$ cat src/rtl/packet_arbiter.sv
// ---------------------------------------------------------------------------
// packet_arbiter
//
// Packet-level round-robin arbiter that shares the packet classifier's single
// Avalon-ST sink between NUM_INPUTS upstream Avalon-ST sources. One input is
// granted for a whole packet (sop through eop). Its beats are forwarded
// combinationally, and each beat is tagged with the granted input index.
// While idle, beats that arrive without a packet context (valid but not sop)
// are drained and counted, so an errant source cannot stall the classifier.
//
// Ports:
//   clk_i, arst_i          clock, asynchronous active-high reset
//   arb_en_i               1 = new grants allowed; 0 = finish packet, then idle
//   sink_*_i / sink_ready_o  NUM_INPUTS packed Avalon-ST sink interfaces
//                          (input i occupies slice i of each packed bus)
//   src_*_o / src_ready_i  single Avalon-ST source towards the classifier
//   src_channel_o          index of the granted input
//   busy_o                 high while a packet grant is active
//   drop_cnt_o             saturating count of drained out-of-packet beats
// ---------------------------------------------------------------------------
module packet_arbiter #(
    parameter int AST_DWIDTH  = 64,
    parameter int NUM_INPUTS  = 2,
    parameter int IDX_WIDTH   = $clog2(NUM_INPUTS),
    parameter int EMPTY_WIDTH = $clog2(AST_DWIDTH/8),
    parameter int CNT_WIDTH   = 16
) (
    input  logic                              clk_i,
    input  logic                              arst_i,
    input  logic                              arb_en_i,
    input  logic [NUM_INPUTS*AST_DWIDTH-1:0]  sink_data_i,
    input  logic [NUM_INPUTS-1:0]             sink_valid_i,
    input  logic [NUM_INPUTS-1:0]             sink_startofpacket_i,
    input  logic [NUM_INPUTS-1:0]             sink_endofpacket_i,
    input  logic [NUM_INPUTS*EMPTY_WIDTH-1:0] sink_empty_i,
    output logic [NUM_INPUTS-1:0]             sink_ready_o,
    output logic [AST_DWIDTH-1:0]             src_data_o,
    output logic                              src_valid_o,
    output logic                              src_startofpacket_o,
    output logic                              src_endofpacket_o,
    output logic [EMPTY_WIDTH-1:0]            src_empty_o,
    output logic [IDX_WIDTH-1:0]              src_channel_o,
    input  logic                              src_ready_i,
    output logic                              busy_o,
    output logic [CNT_WIDTH-1:0]              drop_cnt_o
);

    typedef enum logic {
        ST_IDLE  = 1'b0,
        ST_GRANT = 1'b1
    } state_t;

    state_t                 r_state;
    state_t                 w_nextState;
    logic [IDX_WIDTH-1:0]   r_grant;
    logic [IDX_WIDTH-1:0]   w_nextGrant;
    logic [IDX_WIDTH-1:0]   r_lastGrant;
    logic [IDX_WIDTH-1:0]   w_nextLastGrant;
    logic [CNT_WIDTH-1:0]   r_dropCnt;
    logic [CNT_WIDTH-1:0]   w_nextDropCnt;

    logic [NUM_INPUTS-1:0]  w_req;
    logic [NUM_INPUTS-1:0]  w_drain;
    logic [IDX_WIDTH-1:0]   w_cand [NUM_INPUTS];
    logic [IDX_WIDTH-1:0]   w_rrGrant;
    logic                   w_reqAny;
    logic [CNT_WIDTH:0]     w_drainCount;
    logic [CNT_WIDTH:0]     w_dropSum;
    logic                   w_grantEop;

    // A packet request is a valid beat carrying sop. Any other valid beat seen
    // while idle has no packet context and is drained instead of forwarded.
    assign w_req   = sink_valid_i & sink_startofpacket_i;
    assign w_drain = (r_state == ST_IDLE) ? (sink_valid_i & ~sink_startofpacket_i)
                                          : '0;

    // Candidate search order starts just after the last granted input and
    // wraps, so the most recently served input has the lowest priority.
    always_comb begin
        for (int k = 0; k < NUM_INPUTS; k++) begin
            w_cand[k] = IDX_WIDTH'((int'(r_lastGrant) + k + 1) % NUM_INPUTS);
        end
    end

    // Walk the candidates from lowest priority to highest so the highest
    // priority requester is the last one written and therefore wins.
    always_comb begin
        w_rrGrant = r_grant;
        w_reqAny  = 1'b0;
        for (int k = NUM_INPUTS - 1; k >= 0; k--) begin
            if (w_req[w_cand[k]]) begin
                w_rrGrant = w_cand[k];
                w_reqAny  = 1'b1;
            end
        end
    end

    // Number of inputs drained this cycle, added to the drop counter with one
    // extra bit of headroom so saturation can be detected from the carry.
    always_comb begin
        w_drainCount = '0;
        for (int i = 0; i < NUM_INPUTS; i++) begin
            w_drainCount = w_drainCount + {{CNT_WIDTH{1'b0}}, w_drain[i]};
        end
        w_dropSum     = {1'b0, r_dropCnt} + w_drainCount;
        w_nextDropCnt = w_dropSum[CNT_WIDTH] ? {CNT_WIDTH{1'b1}}
                                             : w_dropSum[CNT_WIDTH-1:0];
    end

    // The data fields always come from the input held in the grant register,
    // even while idle; only valid is gated, so the classifier sees no beat.
    assign src_data_o          = sink_data_i[r_grant*AST_DWIDTH +: AST_DWIDTH];
    assign src_startofpacket_o = sink_startofpacket_i[r_grant];
    assign src_endofpacket_o   = sink_endofpacket_i[r_grant];
    assign src_empty_o         = sink_empty_i[r_grant*EMPTY_WIDTH +: EMPTY_WIDTH];
    assign src_channel_o       = r_grant;
    assign drop_cnt_o          = r_dropCnt;

    // The packet ends on the transfer of an eop beat from the granted input.
    // A sop seen mid-packet is just data and does not end or split the grant.
    assign w_grantEop = sink_valid_i[r_grant] & src_ready_i & sink_endofpacket_i[r_grant];

    // Next-state and handshake logic. Ready towards the granted input is a
    // straight copy of the classifier's ready; valid never depends on ready.
    always_comb begin
        w_nextState     = r_state;
        w_nextGrant     = r_grant;
        w_nextLastGrant = r_lastGrant;
        sink_ready_o    = '0;
        src_valid_o     = 1'b0;
        busy_o          = 1'b0;
        case (r_state)
            ST_IDLE: begin
                sink_ready_o = w_drain;
                if (arb_en_i && w_reqAny) begin
                    w_nextGrant = w_rrGrant;
                    w_nextState = ST_GRANT;
                end
            end
            ST_GRANT: begin
                src_valid_o           = sink_valid_i[r_grant];
                sink_ready_o[r_grant] = src_ready_i;
                busy_o                = 1'b1;
                if (w_grantEop) begin
                    w_nextLastGrant = r_grant;
                    w_nextState     = ST_IDLE;
                end
            end
            default: begin
                w_nextState = ST_IDLE;
            end
        endcase
    end

    // State registers. The last-grant reset value makes input 0 the first
    // input served after reset; a reset mid-packet simply abandons it.
    always_ff @(posedge clk_i or posedge arst_i) begin
        if (arst_i) begin
            r_state     <= ST_IDLE;
            r_grant     <= '0;
            r_lastGrant <= IDX_WIDTH'(NUM_INPUTS - 1);
            r_dropCnt   <= '0;
        end else begin
            r_state     <= w_nextState;
            r_grant     <= w_nextGrant;
            r_lastGrant <= w_nextLastGrant;
            r_dropCnt   <= w_nextDropCnt;
        end
    end

endmodule

$ cat config.mk
export PLATFORM = sky130hd
export DESIGN_NAME = packet_arbiter
export DESIGN_NICKNAME = d
export VERILOG_FILES = /design/src/rtl/packet_arbiter.sv
export SDC_FILE = /design/constraint.sdc
export NUM_CORES = 1
export LEC_CHECK = 0
export ABC_AREA = 1
export CAP_MARGIN = 20
export CORE_ASPECT_RATIO = 1.2
export CORE_MARGIN = 5
export CORE_UTILIZATION = 29
export DETAILED_ROUTE_END_ITERATION = 16
export PLACE_DENSITY = 0.95
export SYNTH_ARGS = -nofsm -noshare
export SYNTH_HDL_FRONTEND = slang
export SYNTH_SLANG_ARGS = --single-unit
$ cat constraint.sdc
create_clock -name clk_i -period 3.2 [get_ports clk_i]
set_input_delay 0.64 -clock clk_i [delete_from_list [all_inputs] [get_ports clk_i]]
set_output_delay 0.64 -clock clk_i [all_outputs]
set_load 0.03 [all_outputs]
Yosys cells after proc, flatten, opt, wreduce, memory -nomap -nowiden
Index checks and enable logic that the tools add are counted.
Word-level totals
  logic and storage cells: 51
  input bits: 144
  flip-flop bits (word level): 19
Operators by class
  multipliers: 1
  muxes and demuxes: 24
  $add $sub $neg: 4
  reduce and logical (&&, ||, !) cells: 5
  shift-type cells: 2
  bitwise logic cells: 7
  $lt $le $gt $ge: 4
Operator list (number)
  128-bit by 8-bit indexed part select with 64-bit output: 1
  1-bit 2-to-1 mux: 19
  16-bit by 2-bit adder with 17-bit output: 1
  16-bit 2-to-1 mux: 1
  2-bit AND: 3
  1-bit by 2-bit < comparator with 1-bit output (second input constant): 3
  6-bit by 4-bit indexed part select with 3-bit output: 1
  2-bit one-hot mux with 2 select lines: 1
  1-bit by 2-bit multiplier with 3-bit output (second input constant): 1
  3-bit AND reduction: 1
  1-bit adder (second input constant): 2
  1-bit by 1-bit adder with 2-bit output: 1
  1-bit AND: 2
  1-bit logical AND: 2
  2-bit 2-to-1 mux: 1
  2-bit NOT: 1
  1-bit one-hot mux with 2 select lines: 1
  2-bit AND reduction: 1
  2-bit nonzero test: 1
  1-bit demux with 1-bit select: 1
  1-bit >= comparator (second input constant): 1
  1-bit NOT: 1

Logic depth before layout (Yosys ltp)
  depth after elaboration: 9
  depth in mapped cells: 10
  depth with buffers taken out: 10

Worst setup path before layout
OpenSTA, ideal clock, no wires.
  path type: in2reg
  from: input port sink_startofpacket_i[0]
  to: register r_dropCnt[14], in the netlist drop_cnt_o[14]
  path buffers: 0
  stages on the path: 8
  data arrival time: 1.912 ns
  setup slack: 1.167 ns
  required time: 3.079 ns
  path through: nor3b_1 > fa_1 > ha_1 > nand2_2 > nor2_2 > nand2_1 > o21ai_1 > nand2_1
Between the ends
  longest elaborated chain between the ends: 6
Ends and longest elaborated chain
  start: declaration: line 33  | input logic [NUM_INPUTS-1:0] sink_startofpacket_i,
  2-bit NOT: line 74  | assign w_drain = (r_state == ST_IDLE) ? (sink_valid_i & ~sink_startofpacket_i)
  2-bit AND: line 74
  2-bit 2-to-1 mux: line 74
  1-bit by 1-bit adder with 2-bit output: line 103  | w_drainCount = w_drainCount + {{CNT_WIDTH{1'b0}}, w_drain[i]};
  16-bit by 2-bit adder with 17-bit output: line 105  | w_dropSum = {1'b0, r_dropCnt} + w_drainCount;
  16-bit 2-to-1 mux: line 106  | w_nextDropCnt = w_dropSum[CNT_WIDTH] ? {CNT_WIDTH{1'b1}}
  via w_nextDropCnt[14]: line 60  | logic [CNT_WIDTH-1:0] w_nextDropCnt;
  end signal: assignment: line 167  | r_dropCnt <= w_nextDropCnt;
  end: declaration: line 59  | logic [CNT_WIDTH-1:0] r_dropCnt;
The timed path passes the listed nets, and every way through them passes these cells.
A chain may end at the register's enable or synchronous reset.

Worst setup path in the final report
  from: input port sink_valid_i[0]
  to: output port sink_ready_o[0]
Between the ends
  longest elaborated chain between the ends: 3
Ends and longest elaborated chain
  start: declaration: line 32  | input logic [NUM_INPUTS-1:0] sink_valid_i,
  2-bit AND: line 74
  2-bit 2-to-1 mux: line 74
  2-bit one-hot mux with 2 select lines: line 132  | case (r_state)
  end: declaration: line 36  | output logic [NUM_INPUTS-1:0] sink_ready_o,
Every way passes these cells.

==> out/summary.txt <==
======================================================================================
Status ..................................................................    completed
Count of flip-flops with a built-in enable after synthesis ..............            0
Clock slew at the register clock pins of the worst setup and hold paths .      0.07 ns
Pin count of the biggest net entering global routing ....................           72
GRT Resource Usage Total ................................................        0.248
Layout Utilization ......................................................        0.679
Total core area .........................................................     6490 um2
Maximum fanout along the worst path .....................................            3
Die Width ...............................................................      84.8 um
Average wire per cell in the routed design ..............................      16.0 um
Final weighted congestion of routability-driven global placement ........        0.929
Worst IR drop on VDD ....................................................       556 uV
Mapped Avg Cell Area ....................................................     5.26 um2
Share of layout cells above drive strength 1 ............................       0.0337
Area share of the leading cell type in the synthesized netlist ..........        0.494
DR pass1 iterations .....................................................            4
Via count of the first global-routing pass ..............................         3215
DRC violations left .....................................................            0
Pre-CTS worst setup slack ...............................................     0.215 ns
Clock insertion delay at the later pin of the skew report ...............      0.26 ns
Count of pins on the block boundary .....................................          234
IO Port Bufs ............................................................          233
Path category of the worst min-delay check .............................. flop to flop
Met2 usage ..............................................................        0.428
Library cell used as clock root buffer ..................................     clkbuf_8
Fmax ....................................................................      335 MHz
Cell with the largest stage delay on the worst path ..................... clkdlybuf4s50_1
CP Data Arrival Time ....................................................      2.34 ns
Maximum cell stage delay along the critical path ........................      0.67 ns
Antenna Nets Post-Route .................................................            0
Hold path depth .........................................................            2
Switching portion of total power ........................................        0.551
Count of nets after finishing ...........................................          741
Register-to-Register Path Depth .........................................            7
Setup skew after layout .................................................   0.00351 ns
Total Die Area ..........................................................     8450 um2
Synthesized area ........................................................     1950 um2
Final sum of negative setup slack .......................................         0 ns
Type of origin of the critical path .....................................    input pin
Type of element capturing the critical path .............................  output port
Post-route setup slack ..................................................     0.216 ns
Detailed router's first-iteration violation count .......................           99
Global-route wire length before repair ..................................      16.8 mm
DPL Wire Length .........................................................      8.96 mm
Post-CTS setup repair buffer count ......................................            0
Final slew viol count ...................................................            0
Cell Int Power ..........................................................      1.45 mW
Measured slew at the worst slew-check pin ...............................     0.696 ns
FF+latch area ...........................................................      478 um2
Worst path buffer plus inverter count ...................................            2
Leakage component of the power ..........................................      2.13 nW
Worst max-slew margin expressed relative to the limit ...................        0.535
Routing usage on met3 ...................................................       0.0911
Total power after layout ................................................      3.23 mW
Pwr Density .............................................................   734 nW/um2
Y dimension of the die ..................................................      99.7 um
Dominant delay contributor by cell family on the critical path .......... buffers and inverters
Required arrival time at the worst endpoint .............................      2.56 ns
Endpoint of the lowest-slack register-to-register path .................. drop_cnt_o[2]
Top cells by count, synth ............................................... 256 x nand2_1, 18 x dfrtp_1, 18 x inv_1
Worst setup slack for register-to-register paths ........................      0.99 ns
Diodes inserted .........................................................            0
Number of instances in the synthesized netlist ..........................          370
Number of synthesized register bits .....................................           19
Met1 Track Usage GR .....................................................        0.297
Routed wire length ......................................................      10.9 mm
Leading post-synthesis cells by cell area ............................... nand2_1 49%, dfrtp_1 23%, nand3_1 4.1%
Path type of the worst setup path ....................................... input pin to output port
Flop pwr share ..........................................................        0.127
Number of antenna violations at the first check in global routing .......            0
Launch instance of the worst register-to-register path ..................      r_state
CTS Buf Count ...........................................................            3
Maximum clock insertion buffer count ....................................            2
TritonCTS clock tree ....................................................          yes
Total of hold buffers inserted after clock tree synthesis ...............            0
Starting density of the core ............................................        0.300
Period Utilization, post-route ..........................................        0.932
Setup repair after global routing missed its margin .....................        false
Number of core rows .....................................................           32
Net count after synthesis ...............................................          516
Multi-input combinational cell area .....................................     1320 um2
Vias post-DR ............................................................         3174
Post-route worst hold slack .............................................     0.510 ns
Area delta synth->final .................................................         126%
Fraction of registers with async set or reset after synthesis ...........         1.00
Synth cell types ........................................................           26
Most common cell type on the critical path .............................. clkdlybuf4s50_1
Sequence of cells on the critical path .................................. clkdlybuf4s50_1, nor3b_1, a31o_2, clkdlybuf4s50_1
Fill cell total of the finished layout ..................................          533
Cell type with the largest total area after synthesis ...................      nand2_1
Shortest period the worst path allows ...................................      2.98 ns
Proportion of power drawn by the clock network ..........................        0.051
Maximum Capacitance Violations ..........................................            0
Primary FF master, synth ................................................      dfrtp_1
Combinational group share of total power ................................        0.822
Final setup violation count .............................................            0
Final hold violations ...................................................            0
Sequential element share of the synthesized area ........................        0.245
Dominant cell by count in the synthesized netlist .......................      nand2_1
Worst-case hold path end point ..........................................  r_lastGrant
Post-cts gate resize count ..............................................            0
Number of sinks handled by clock tree synthesis .........................           19
Hold path startpoint ....................................................  r_lastGrant
Net switching power .....................................................      1.78 mW
Yosys synthesis warning count ...........................................            0
Deepest level of the CTS H-tree .........................................            1
Drt via density .........................................................         4.67
Global route total overflow .............................................            0
Routing layer with the top usage in global route ........................         met2
======================================================================================
## flip-flops by register name, summed over array words and instances, names as in the netlist
register / flops
drop_cnt_o: 16
r_lastGrant: 1
r_state: 1
src_channel_o: 1
## placed cells by master, fill, tap and decap left out, types with 3 or more instances in the layout
master,n
nor2_1,13
dfrtp_1,17
nand3_1,16
nand4_1,4
clkbuf_8,3
inv_1,18
xor2_1,3
nor2_2,5
clkdlybuf4s50_1,233
o21ai_1,4
nand2_1,256
## how the worst max path moves through the flow
stage	end	start	slack, ns	cells after the start
after floorplan	drop_cnt_o[14]	sink_startofpacket_i[0]	1.17	8
after global placement	sink_ready_o[0]	sink_valid_i[0]	0.24	4
after detailed placement	sink_ready_o[0]	sink_valid_i[0]	0.22	4
after CTS	sink_ready_o[0]	sink_valid_i[0]	0.20	4
after global routing	sink_ready_o[0]	sink_valid_i[0]	0.16	4
final	sink_ready_o[0]	sink_valid_i[0]	0.22	4
## cell type report
class,count,area share
Clock buffer,4,0.0102
Inverter,20,0.0171
Timing Repair Buffer,236,0.541
Multi-Input combinational cell,315,0.299
Sequential cell,19,0.109
Tap cell,85,0.0242
## stage by stage
stage          cells  cell area, um2
3_5_place_dp     675            4360
2_1_floorplan    370            1950
4_1_cts          679            4400
3_3_place_gp     675            4360
5_1_grt          679            4400
6_report         679            4400
## worst register-to-register path, cell delays in order (launching register included)
cell and delay, ns:
dfrtp_1 0.47, nor3b_1 0.39, fa_1 0.30, ha_1 0.20
nand2_2 0.10, nor2_4 0.17, nand4_2 0.32, o21ai_0 0.18
## power by group through the flow
stage               sequential, mW  clock, mW  combinational [mW]
finish                       0.410      0.166                2.66
global route                 0.427      0.178                2.82
CTS                          0.411      0.165                2.67
detailed placement           0.413          0                2.65
global placement             0.407          0                2.62
floorplan                    0.452          0                1.40
## metal layers
layer  vias up  part of all wire
met5         -                 0
met4         0             0.015
met3        17              0.11
met2       161              0.49
met1      1427              0.39
li1       1569                 -
## cells by family after synthesis
family | share of synthesized area
AOI/OAI and AO/OA | 0.0270
adders and majority gates | 0.0167
xor gates and xnor gates | 0.0225
DFF | 0.245
buffers and inverters | 0.0778
and+or+nand+nor | 0.611
Note: power is estimated with default switching activity, not from simulation.
